`config.mk`:
```
export PLATFORM = sky130hd
export DESIGN_NAME = apb_read_seq
export DESIGN_NICKNAME = d
export VERILOG_FILES = /design/src/rtl/ahb2apb_pkg.sv /design/src/rtl/apb_beat_cnt.sv /design/src/rtl/apb_read_seq.sv
export SDC_FILE = /design/constraint.sdc
export NUM_CORES = 1
export LEC_CHECK = 0
export ABC_AREA = 0
export CAP_MARGIN = 10
export CORE_MARGIN = 3
export CORE_UTILIZATION = 40
export DETAILED_ROUTE_END_ITERATION = 16
export GPL_TIMING_DRIVEN = 0
export PLACE_DENSITY_LB_ADDON = 0.12
export SETUP_SLACK_MARGIN = 0.4
export SKIP_LAST_GASP = 1
export SYNTH_ARGS = -nofsm -noshare
export SYNTH_HDL_FRONTEND = slang
export SYNTH_SLANG_ARGS = --single-unit
```
`constraint.sdc`:
```
create_clock -name clk -period 1.8 [get_ports clk]
set_input_delay 0.36 -clock clk [delete_from_list [all_inputs] [get_ports clk]]
set_output_delay 0.36 -clock clk [all_outputs]
set_load 0.01 [all_outputs]
```
`src/rtl/ahb2apb_pkg.sv`:
```
// Shared AHB-to-APB bridge definitions.
// Sequencer state encoding and width helpers.
package ahb2apb_pkg;

  typedef enum logic [1:0] {
    ST_IDLE   = 2'd0,
    ST_SETUP  = 2'd1,
    ST_ACCESS = 2'd2,
    ST_DONE   = 2'd3
  } apb_state_e;

  function automatic int unsigned ratio_of(
    input int unsigned ahb_dw,
    input int unsigned apb_dw
  );
    return ahb_dw / apb_dw;
  endfunction

  function automatic int unsigned beat_w_of(input int unsigned ratio);
    return (ratio > 1) ? $clog2(ratio) : 1;
  endfunction

endpackage

```
`src/rtl/apb_beat_cnt.sv`:
```
// APB beat index counter.
// Synchronous clear/increment with a last-beat flag.
module apb_beat_cnt #(
  parameter int unsigned RATIO = 4,
  parameter int unsigned BW    = 2
) (
  input  logic          clk,
  input  logic          rst,
  input  logic          clr,
  input  logic          inc,
  output logic [BW-1:0] beat,
  output logic          last
);

  assign last = (beat == BW'(RATIO - 1));

  // Saturates at the last beat so the index can never wrap.
  always_ff @(posedge clk) begin
    if (rst || clr) begin
      beat <= '0;
    end else if (inc && !last) begin
      beat <= beat + BW'(1);
    end
  end

endmodule

```
`src/rtl/apb_read_seq.sv`:
```
// APB read sequencer: splits one AHB-width read into
// RATIO APB read beats and strobes the HRDATA slices.
module apb_read_seq
  import ahb2apb_pkg::*;
#(
  parameter int unsigned AHB_DW = 32,
  parameter int unsigned APB_DW = 8,
  parameter int unsigned ADDR_W = 32,
  localparam int unsigned RATIO = ratio_of(AHB_DW, APB_DW),
  localparam int unsigned BW    = beat_w_of(RATIO)
) (
  input  logic              clk,
  input  logic              rst,
  input  logic              i_start,
  input  logic [ADDR_W-1:0] i_addr,
  output logic              o_busy,
  output logic              o_done,
  output logic              o_err,
  output logic [RATIO-1:0]  o_load,
  output logic [ADDR_W-1:0] o_PADDR,
  output logic              o_PSEL,
  output logic              o_PENABLE,
  output logic              o_PWRITE,
  input  logic              i_PREADY,
  input  logic              i_PSLVERR
);

  localparam logic [ADDR_W-1:0] LOW_MASK = ADDR_W'(AHB_DW / 8 - 1);
  localparam logic [ADDR_W-1:0] STEP     = ADDR_W'(APB_DW / 8);

  apb_state_e        state_q;
  apb_state_e        state_d;
  logic [ADDR_W-1:0] base_q;
  logic              err_q;
  logic              err_d;
  logic              cnt_clr;
  logic              cnt_inc;
  logic [BW-1:0]     beat;
  logic              last;
  logic              take;

  apb_beat_cnt #(
    .RATIO (RATIO),
    .BW    (BW)
  ) u_beat_cnt (
    .clk  (clk),
    .rst  (rst),
    .clr  (cnt_clr),
    .inc  (cnt_inc),
    .beat (beat),
    .last (last)
  );

  assign take = (state_q == ST_IDLE) && i_start;

  always_ff @(posedge clk) begin
    if (rst) begin
      state_q <= ST_IDLE;
      base_q  <= '0;
      err_q   <= 1'b0;
    end else begin
      state_q <= state_d;
      err_q   <= err_d;
      if (take) begin
        base_q <= i_addr & ~LOW_MASK;
      end
    end
  end

  always_comb begin
    state_d   = state_q;
    err_d     = err_q;
    cnt_clr   = 1'b0;
    cnt_inc   = 1'b0;
    o_busy    = 1'b1;
    o_done    = 1'b0;
    o_err     = 1'b0;
    o_load    = '0;
    o_PSEL    = 1'b0;
    o_PENABLE = 1'b0;
    o_PADDR   = '0;
    o_PWRITE  = 1'b0;
    unique case (state_q)
      ST_IDLE: begin
        o_busy = 1'b0;
        if (i_start) begin
          state_d = ST_SETUP;
          err_d   = 1'b0;
          cnt_clr = 1'b1;
        end
      end
      ST_SETUP: begin
        o_PSEL  = 1'b1;
        o_PADDR = base_q + ADDR_W'(beat) * STEP;
        state_d = ST_ACCESS;
      end
      ST_ACCESS: begin
        o_PSEL    = 1'b1;
        o_PENABLE = 1'b1;
        o_PADDR   = base_q + ADDR_W'(beat) * STEP;
        if (i_PREADY) begin
          if (i_PSLVERR) begin
            state_d = ST_DONE;
            err_d   = 1'b1;
          end else begin
            o_load = RATIO'(1) << beat;
            if (last) begin
              state_d = ST_DONE;
              err_d   = 1'b0;
            end else begin
              state_d = ST_SETUP;
              cnt_inc = 1'b1;
            end
          end
        end
      end
      ST_DONE: begin
        o_done  = 1'b1;
        o_err   = err_q;
        state_d = ST_IDLE;
      end
      default: state_d = ST_IDLE;
    endcase
  end

endmodule

```
==> summary.txt, run 1 <==
Pwr
  • P_leak: 1.30 nW
  • IR drop worst, VDD: 0.000631 V
  • PwrDens: 968 nW/um^2

Drt
  • Via count: 1722
  • Violation count after the first detailed-route iteration: 50
  • Via/cell ratio: 4.80
  • Number of detailed-route iterations in the first pass: 4
  • Antenna Nets Post-Route: 0
  • DR DRC count: 0
  • WL per Instance: 13.8 microns
  • Routed WL: 4960 microns

Critical path
  • R2r setup slk: 0.11 ns
  • Required time of the critical path: 1.44 ns
  • Crit path kind: flop to output pin
  • Critical path launch point: state_q[1]
  • CP Max Fanout: 8
  • Reg2Reg Capture Point: state_q[0]
  • Worst R2R Start: state_q[1]
  • Crit end category: output pin
  • Reg2reg path depth: 9
  • Crit path launch type: flop
  • CP endpoint: o_PADDR[1]
  • Worst path arrival time: 1.48 ns

Synthesis
  • Synth top area cells: dfxtp_1, and2_1, nand2_1
  • Mux contribution to synthesized area: 0.00606
  • Synth Register Bits: 35
  • Ys flop type: dfxtp_1
  • Synth top area share: 0.424
  • Complex-gate fraction of the synthesized area: 0.131
  • Most numerous cell in the Yosys netlist: nand2_1
  • Avg Cell Area, Syn: 7.80 sq um
  • Post-synth EDFFs: 0
  • Syn nets: 256
  • Area share of and/or/nand/nor cells after synthesis: 0.311
  • Post-synthesis sequential area ratio: 0.424
  • Ys async rst share: 0
  • Gate Count Post-Synth: 212
  • Post-synthesis adder-cell area fraction: 0.0530
  • Largest family of logic cells by synthesized area: simple AND/OR/NAND/NOR gates
  • Area leader, netlist: dfxtp_1
  • Yosys Warn Count: 0
  • Yosys cell types: 27
  • Commonest cells in the netlist: nand2_1, and2_1, dfxtp_1
  • Cell Area, Synth: 1650 sq um
  • Synth Area in XOR/XNOR: 0.00530

Global route
  • Initial antenna violation count: 0
  • GRT Overall Usage: 0.174
  • Vias in the first global route: 1558
  • Largest net degree at the start of global routing: 12
  • First-pass GRT wire length: 6890 microns
  • Total global routing overflow: 0

Layout
  • Nets@finish: 354
  • Sequential cell area: 706 sq um
  • P&R area growth vs syn: 80.5%
  • Filler cells: 278
  • Layout cells sized above 1: 0.412
  • Multi-input combinational cell area: 996 sq um
  • # diodes: 0
  • Final std cells w/o fill: 359

Placement
  • Port Buf Inserts: 74
  • Routability cong.: 0.833
  • Final HPWL DP: 3090 microns
  • Dpl cells: 334

Clock network
  • Clk_lat worst skew: 0.29 ns
  • Cts hold-fix bufs: 0
  • Worst-path clk slew: 0.07 ns
  • Longest Clk Path Bufs: 2
  • CTS buffer count: 5
  • Num Clock Sinks: 35
  • CTS Root Cell: clkbuf_8
  • H-Tree Depth: 2
  • CTS tree: done

Timing
  • Clock Skew: 0.00514 ns
  • Highest Clock Rate: 0.543 GHz
  • Setup ws final: -0.0432 ns
  • Final period utilization: 1.02
  • Setup TNS: -0.576 ns
  • RSZ-0062 raised after global routing: true
  • Tmin final: 1.84 ns
  • # setup viols final: 27
  • Max-slew violation count: 0
  • Final hold vios: 0

Die
  • Die Height: 70.3 microns
  • Die X-Extent: 70.3 microns
  • Core area: 3830 sq um
  • Die Area: 4940 sq um
  • Floorplan row count: 22
  • Ports: 79
  • Initial Utilization: 0.432

Worst hold path
  • Hold Crit Class: primary input to flop

Run status
  • Failing checks: negative setup slack
  • Status: finished, violations left

Flow run
  • Max Cap Violations: 0
-- worst min-delay path by stage --
stage | depth (start not counted) | from | to
floorplan | 2 | base_q[10] | base_q[10]
global route | 2 | rst | u_beat_cnt.beat[0]
global placement | 2 | base_q[23] | base_q[23]
detailed placement | 2 | base_q[13] | base_q[13]
finish | 2 | rst | u_beat_cnt.beat[0]
CTS | 2 | rst | state_q[0]
-- sequential cells by signal, indices dropped and copies added, names as in the netlist --
register,cells
base_q,30
state_q,2
u_beat_cnt.beat,2
err_q,1
-- per-layer routing --
metal	vias up	global-route usage	wire length [microns]
li1	869	-	-
met1	790	0.208	2070
met2	57	0.285	2480
met3	6	0.0547	360
met4	0	0.0766	50
met5	-	0	0
-- through the flow --
| stage | util | total power [mW] | setup slack (ns) | cell area [sq um] | hold slack, ns |
|---|---|---|---|---|---|
| 2_1_floorplan | - | 1.41 | 0.389 | 1670 | 0.432 |
| 3_3_place_gp | 0.646 | 1.77 | -0.324 | 2470 | 0.437 |
| 3_5_place_dp | 0.646 | 1.78 | -0.325 | 2470 | 0.442 |
| 4_1_cts | 0.693 | 2.46 | -0.0834 | 2650 | 0.396 |
| 5_1_grt | 0.780 | 3.03 | -0.0749 | 2980 | 0.427 |
| 6_report | 0.780 | 2.89 | -0.0432 | 2980 | 0.408 |
-- placed cells by master (no fill, tap or decap), types with 2 or more instances in the layout --
cell and count:
a21oi_1 30, and2_1 3, and2_4 35, buf_2 4, buf_4 11, buf_6 42, buf_8 6, clkbuf_1 3
clkbuf_16 3, clkbuf_4 3, clkbuf_8 5, clkdlybuf4s50_1 32, dfxtp_1 33, ha_1 5, ha_4 2, inv_1 3
inv_4 2, nand2_1 60, nand2_2 2, nor3_1 2
-- cell type report --
class | instances | area share
well taps | 48 | 0.0201
repair buffers | 91 | 0.322
inverters | 6 | 0.00923
clock buffers | 6 | 0.0243
multi-input cells | 156 | 0.334
plain buffers | 15 | 0.0495
clock inverters | 2 | 0.00419
flip-flops and latches | 35 | 0.237
-- cells by family after synthesis --
group | count (synthesis)
buffers and inverters | 21
multiplexers | 1
AND/OR/NAND/NOR | 107
other | 1
flip-flops | 35
AO/OA/AOI/OAI | 39
XOR/XNOR | 1
adder cells (fa/ha/maj) | 7
-- power breakdown --
| part | internal (mW) | switching, mW | total, mW |
|---|---|---|---|
| sequential | 0.871 | 0.0548 | 0.926 |
| clock | 0.270 | 0.296 | 0.567 |
| combinational | 0.811 | 0.584 | 1.39 |
| total | 1.95 | 0.935 | 2.89 |
-- critical path, stage by stage (launching register included) --
cell	delay (ns)
dfxtp_4	0.37
inv_4	0.04
ha_4	0.37
clkbuf_16	0.18
and2_4	0.13
buf_6	0.10
-- repair_timing --
action                                  4_1_cts  5_1_grt
setup buffers                                 8        6
pin swaps                                     7       31
gates resized for setup                     162      121
endpoints found under the setup margin       61       74
gates cloned                                  0        3
(Power assumes the default switching activity.)
==> run 2: changes to the inputs <==
--- a/config.mk
+++ b/config.mk
@@ -12,7 +12,6 @@
 export DETAILED_ROUTE_END_ITERATION = 16
 export GPL_TIMING_DRIVEN = 0
 export PLACE_DENSITY_LB_ADDON = 0.12
-export SETUP_SLACK_MARGIN = 0.4
 export SKIP_LAST_GASP = 1
 export SYNTH_ARGS = -nofsm -noshare
 export SYNTH_HDL_FRONTEND = slang
==> summary.txt, run 2 (synthesis results as in run 1) <==
Run status
  • Status: finished, violations left
  • Failing checks: negative setup slack

Pwr
  • IR drop worst, VDD: 0.000557 V
  • P_leak: 1.17 nW
  • Pint: 1.89 mW
  • Clk pwr share: 0.269
  • PwrDens: 1010 nW/um^2
  • NetSw: 0.820 mW
  • Part of the power in registers: 0.338
  • Sw frac: 0.303
  • Share of total power in combinational logic: 0.392

Critical path
  • CP bufs+invs: 3
  • Cell count along the critical path: 5
  • Crit end category: output pin
  • Slowest stage delay, CP: 0.35 ns
  • CP Max Fanout: 10
  • Worst-path cell chain: inv_4 > ha_4 > buf_8 > and2_1 > clkdlybuf4s15_2
  • Worst path arrival time: 1.48 ns
  • Required time of the critical path: 1.44 ns
  • Crit path launch type: flop
  • Crit path kind: flop to output pin
  • CP max stage cell: dfxtp_2
  • Reg2reg path depth: 6
  • CP delay by family, top: buffers and inverters

Die
  • Core area: 3830 sq um
  • Die Area: 4940 sq um
  • Initial Utilization: 0.432
  • Ports: 79
  • Die X-Extent: 70.3 microns
  • Die Height: 70.3 microns
  • Floorplan row count: 22

Timing
  • RSZ-0062 raised after global routing: true
  • Highest Clock Rate: 0.544 GHz
  • Setup ws final: -0.0392 ns
  • # setup viols final: 19
  • Max-slew violation count: 0
  • Tmin final: 1.84 ns
  • WHS: 0.420 ns
  • Clock Skew: 0.00350 ns
  • Final period utilization: 1.02
  • Final hold vios: 0

Global route
  • Initial antenna violation count: 0
  • First-pass GRT wire length: 7100 microns
  • GRT Overall Usage: 0.179
  • Largest net degree at the start of global routing: 12
  • Vias in the first global route: 1540
  • Total global routing overflow: 0

Clock network
  • Clk_lat worst skew: 0.29 ns
  • CTS tree: done
  • CTS buffer count: 5
  • Num Clock Sinks: 35
  • CTS Root Cell: clkbuf_8
  • Cts hold-fix bufs: 0
  • Worst-path clk slew: 0.07 ns
  • H-Tree Depth: 2
  • Longest Clk Path Bufs: 2

Drt
  • DR DRC count: 0
  • Via/cell ratio: 4.73
  • WL per Instance: 12.4 microns
  • Violation count after the first detailed-route iteration: 84
  • Via count: 1654
  • Routed WL: 4340 microns
  • Number of detailed-route iterations in the first pass: 4
  • Antenna Nets Post-Route: 0

Layout
  • P&R area growth vs syn: 62.5%
  • Largest regs: base_q (30), state_q (2), u_beat_cnt.beat (2)
  • Max FFs per register: 30
  • Layout cells sized above 1: 0.265
  • Most frequent cells in the layout: nand2_1, dfxtp_1, clkdlybuf4s50_1
  • Final Core Density: 0.702
  • Largest register by flop count: base_q
  • # diodes: 0
  • Nets@finish: 345
  • Commonest non-fill, non-tap cell in the layout: nand2_1

Placement
  • Routability cong.: 0.766
  • Dpl ws: -0.462 ns
  • Port Buf Inserts: 74
  • Final HPWL DP: 2980 microns

Worst hold path
  • Hold depth: 2
  • Hold Crit Class: primary input to flop

Flow run
  • Max Cap Violations: 0
==> run 2: cell types whose count changed in the layout (fill, tap and decap cells not counted), sizes merged <==
| cell | delta |
|---|---|
| clkinvlp | -1 |
| bufinv | +1 |
| clkdlybuf4s50 | +1 |
| clkdlybuf4s15 | +10 |
| clkbuf | -1 |
| dlygate4sd2 | +2 |
| dlymetal6s2s | +1 |
| buf | -22 |
==> run 2: timing repair <==
item,CTS,global route
endpoints found under the setup margin,40,34
pin swaps,1,12
gates resized for setup,148,39
setup buffers,4,2
cloned,2,0
==> run 2: stage by stage <==
stage               total power, mW  cell area [sq um]  setup TNS (ns)  std cells
floorplan                      1.37               1650               0        212
global placement               1.73               2450          -14.31        334
detailed placement             1.73               2450          -14.32        334
CTS                            2.62               2620           -1.74        348
global route                   2.87               2690           -1.84        350
finish                         2.71               2690          -0.435        350
==> run 2: power by group through the flow <==
stage                     registers, mW  logic (mW)  clock network (mW)
after floorplan                   0.915       0.457                   0
after global placement            0.922       0.806                   0
after detailed placement          0.925       0.808                   0
after CTS                         0.913       0.961               0.745
after global routing              0.927        1.17               0.772
final                             0.916        1.06               0.729
==> run 2: worst register-to-register path, stage by stage (launching register included) <==
cell      delay [ns]
dfxtp_2         0.35
inv_4           0.05
ha_4            0.17
nand2_1         0.10
clkbuf_1        0.36
nand2_1         0.10
a21oi_1         0.17
==> run 2: worst paths after layout <==
kind	slack [ns]	to	from
min reg2reg	0.45	base_q[5]	base_q[5]
max reg2reg	0.43	base_q[15]	state_q[0]
max	-0.04	o_PADDR[9]	state_q[0]
min	0.42	u_beat_cnt.beat[0]	rst
==> run 2: layout make-up <==
class,instances,area [sq um]
inverters,6,25.0
repair buffers,82,763
clock inverters,2,35.0
fillers,338,1140
flip-flops and latches,35,706
plain buffers,15,121
multi-input cells,156,893
clock buffers,6,82.6
well taps,48,60.1
==> run 2: layer usage <==
| metal | vias up | part of all wire | GRT usage |
|---|---|---|---|
| met4 | 0 | 0.014 | 0.0574 |
| met2 | 59 | 0.45 | 0.275 |
| li1 | 853 | - | - |
| met3 | 9 | 0.085 | 0.0676 |
| met1 | 733 | 0.45 | 0.231 |
| met5 | - | 0 | 0 |
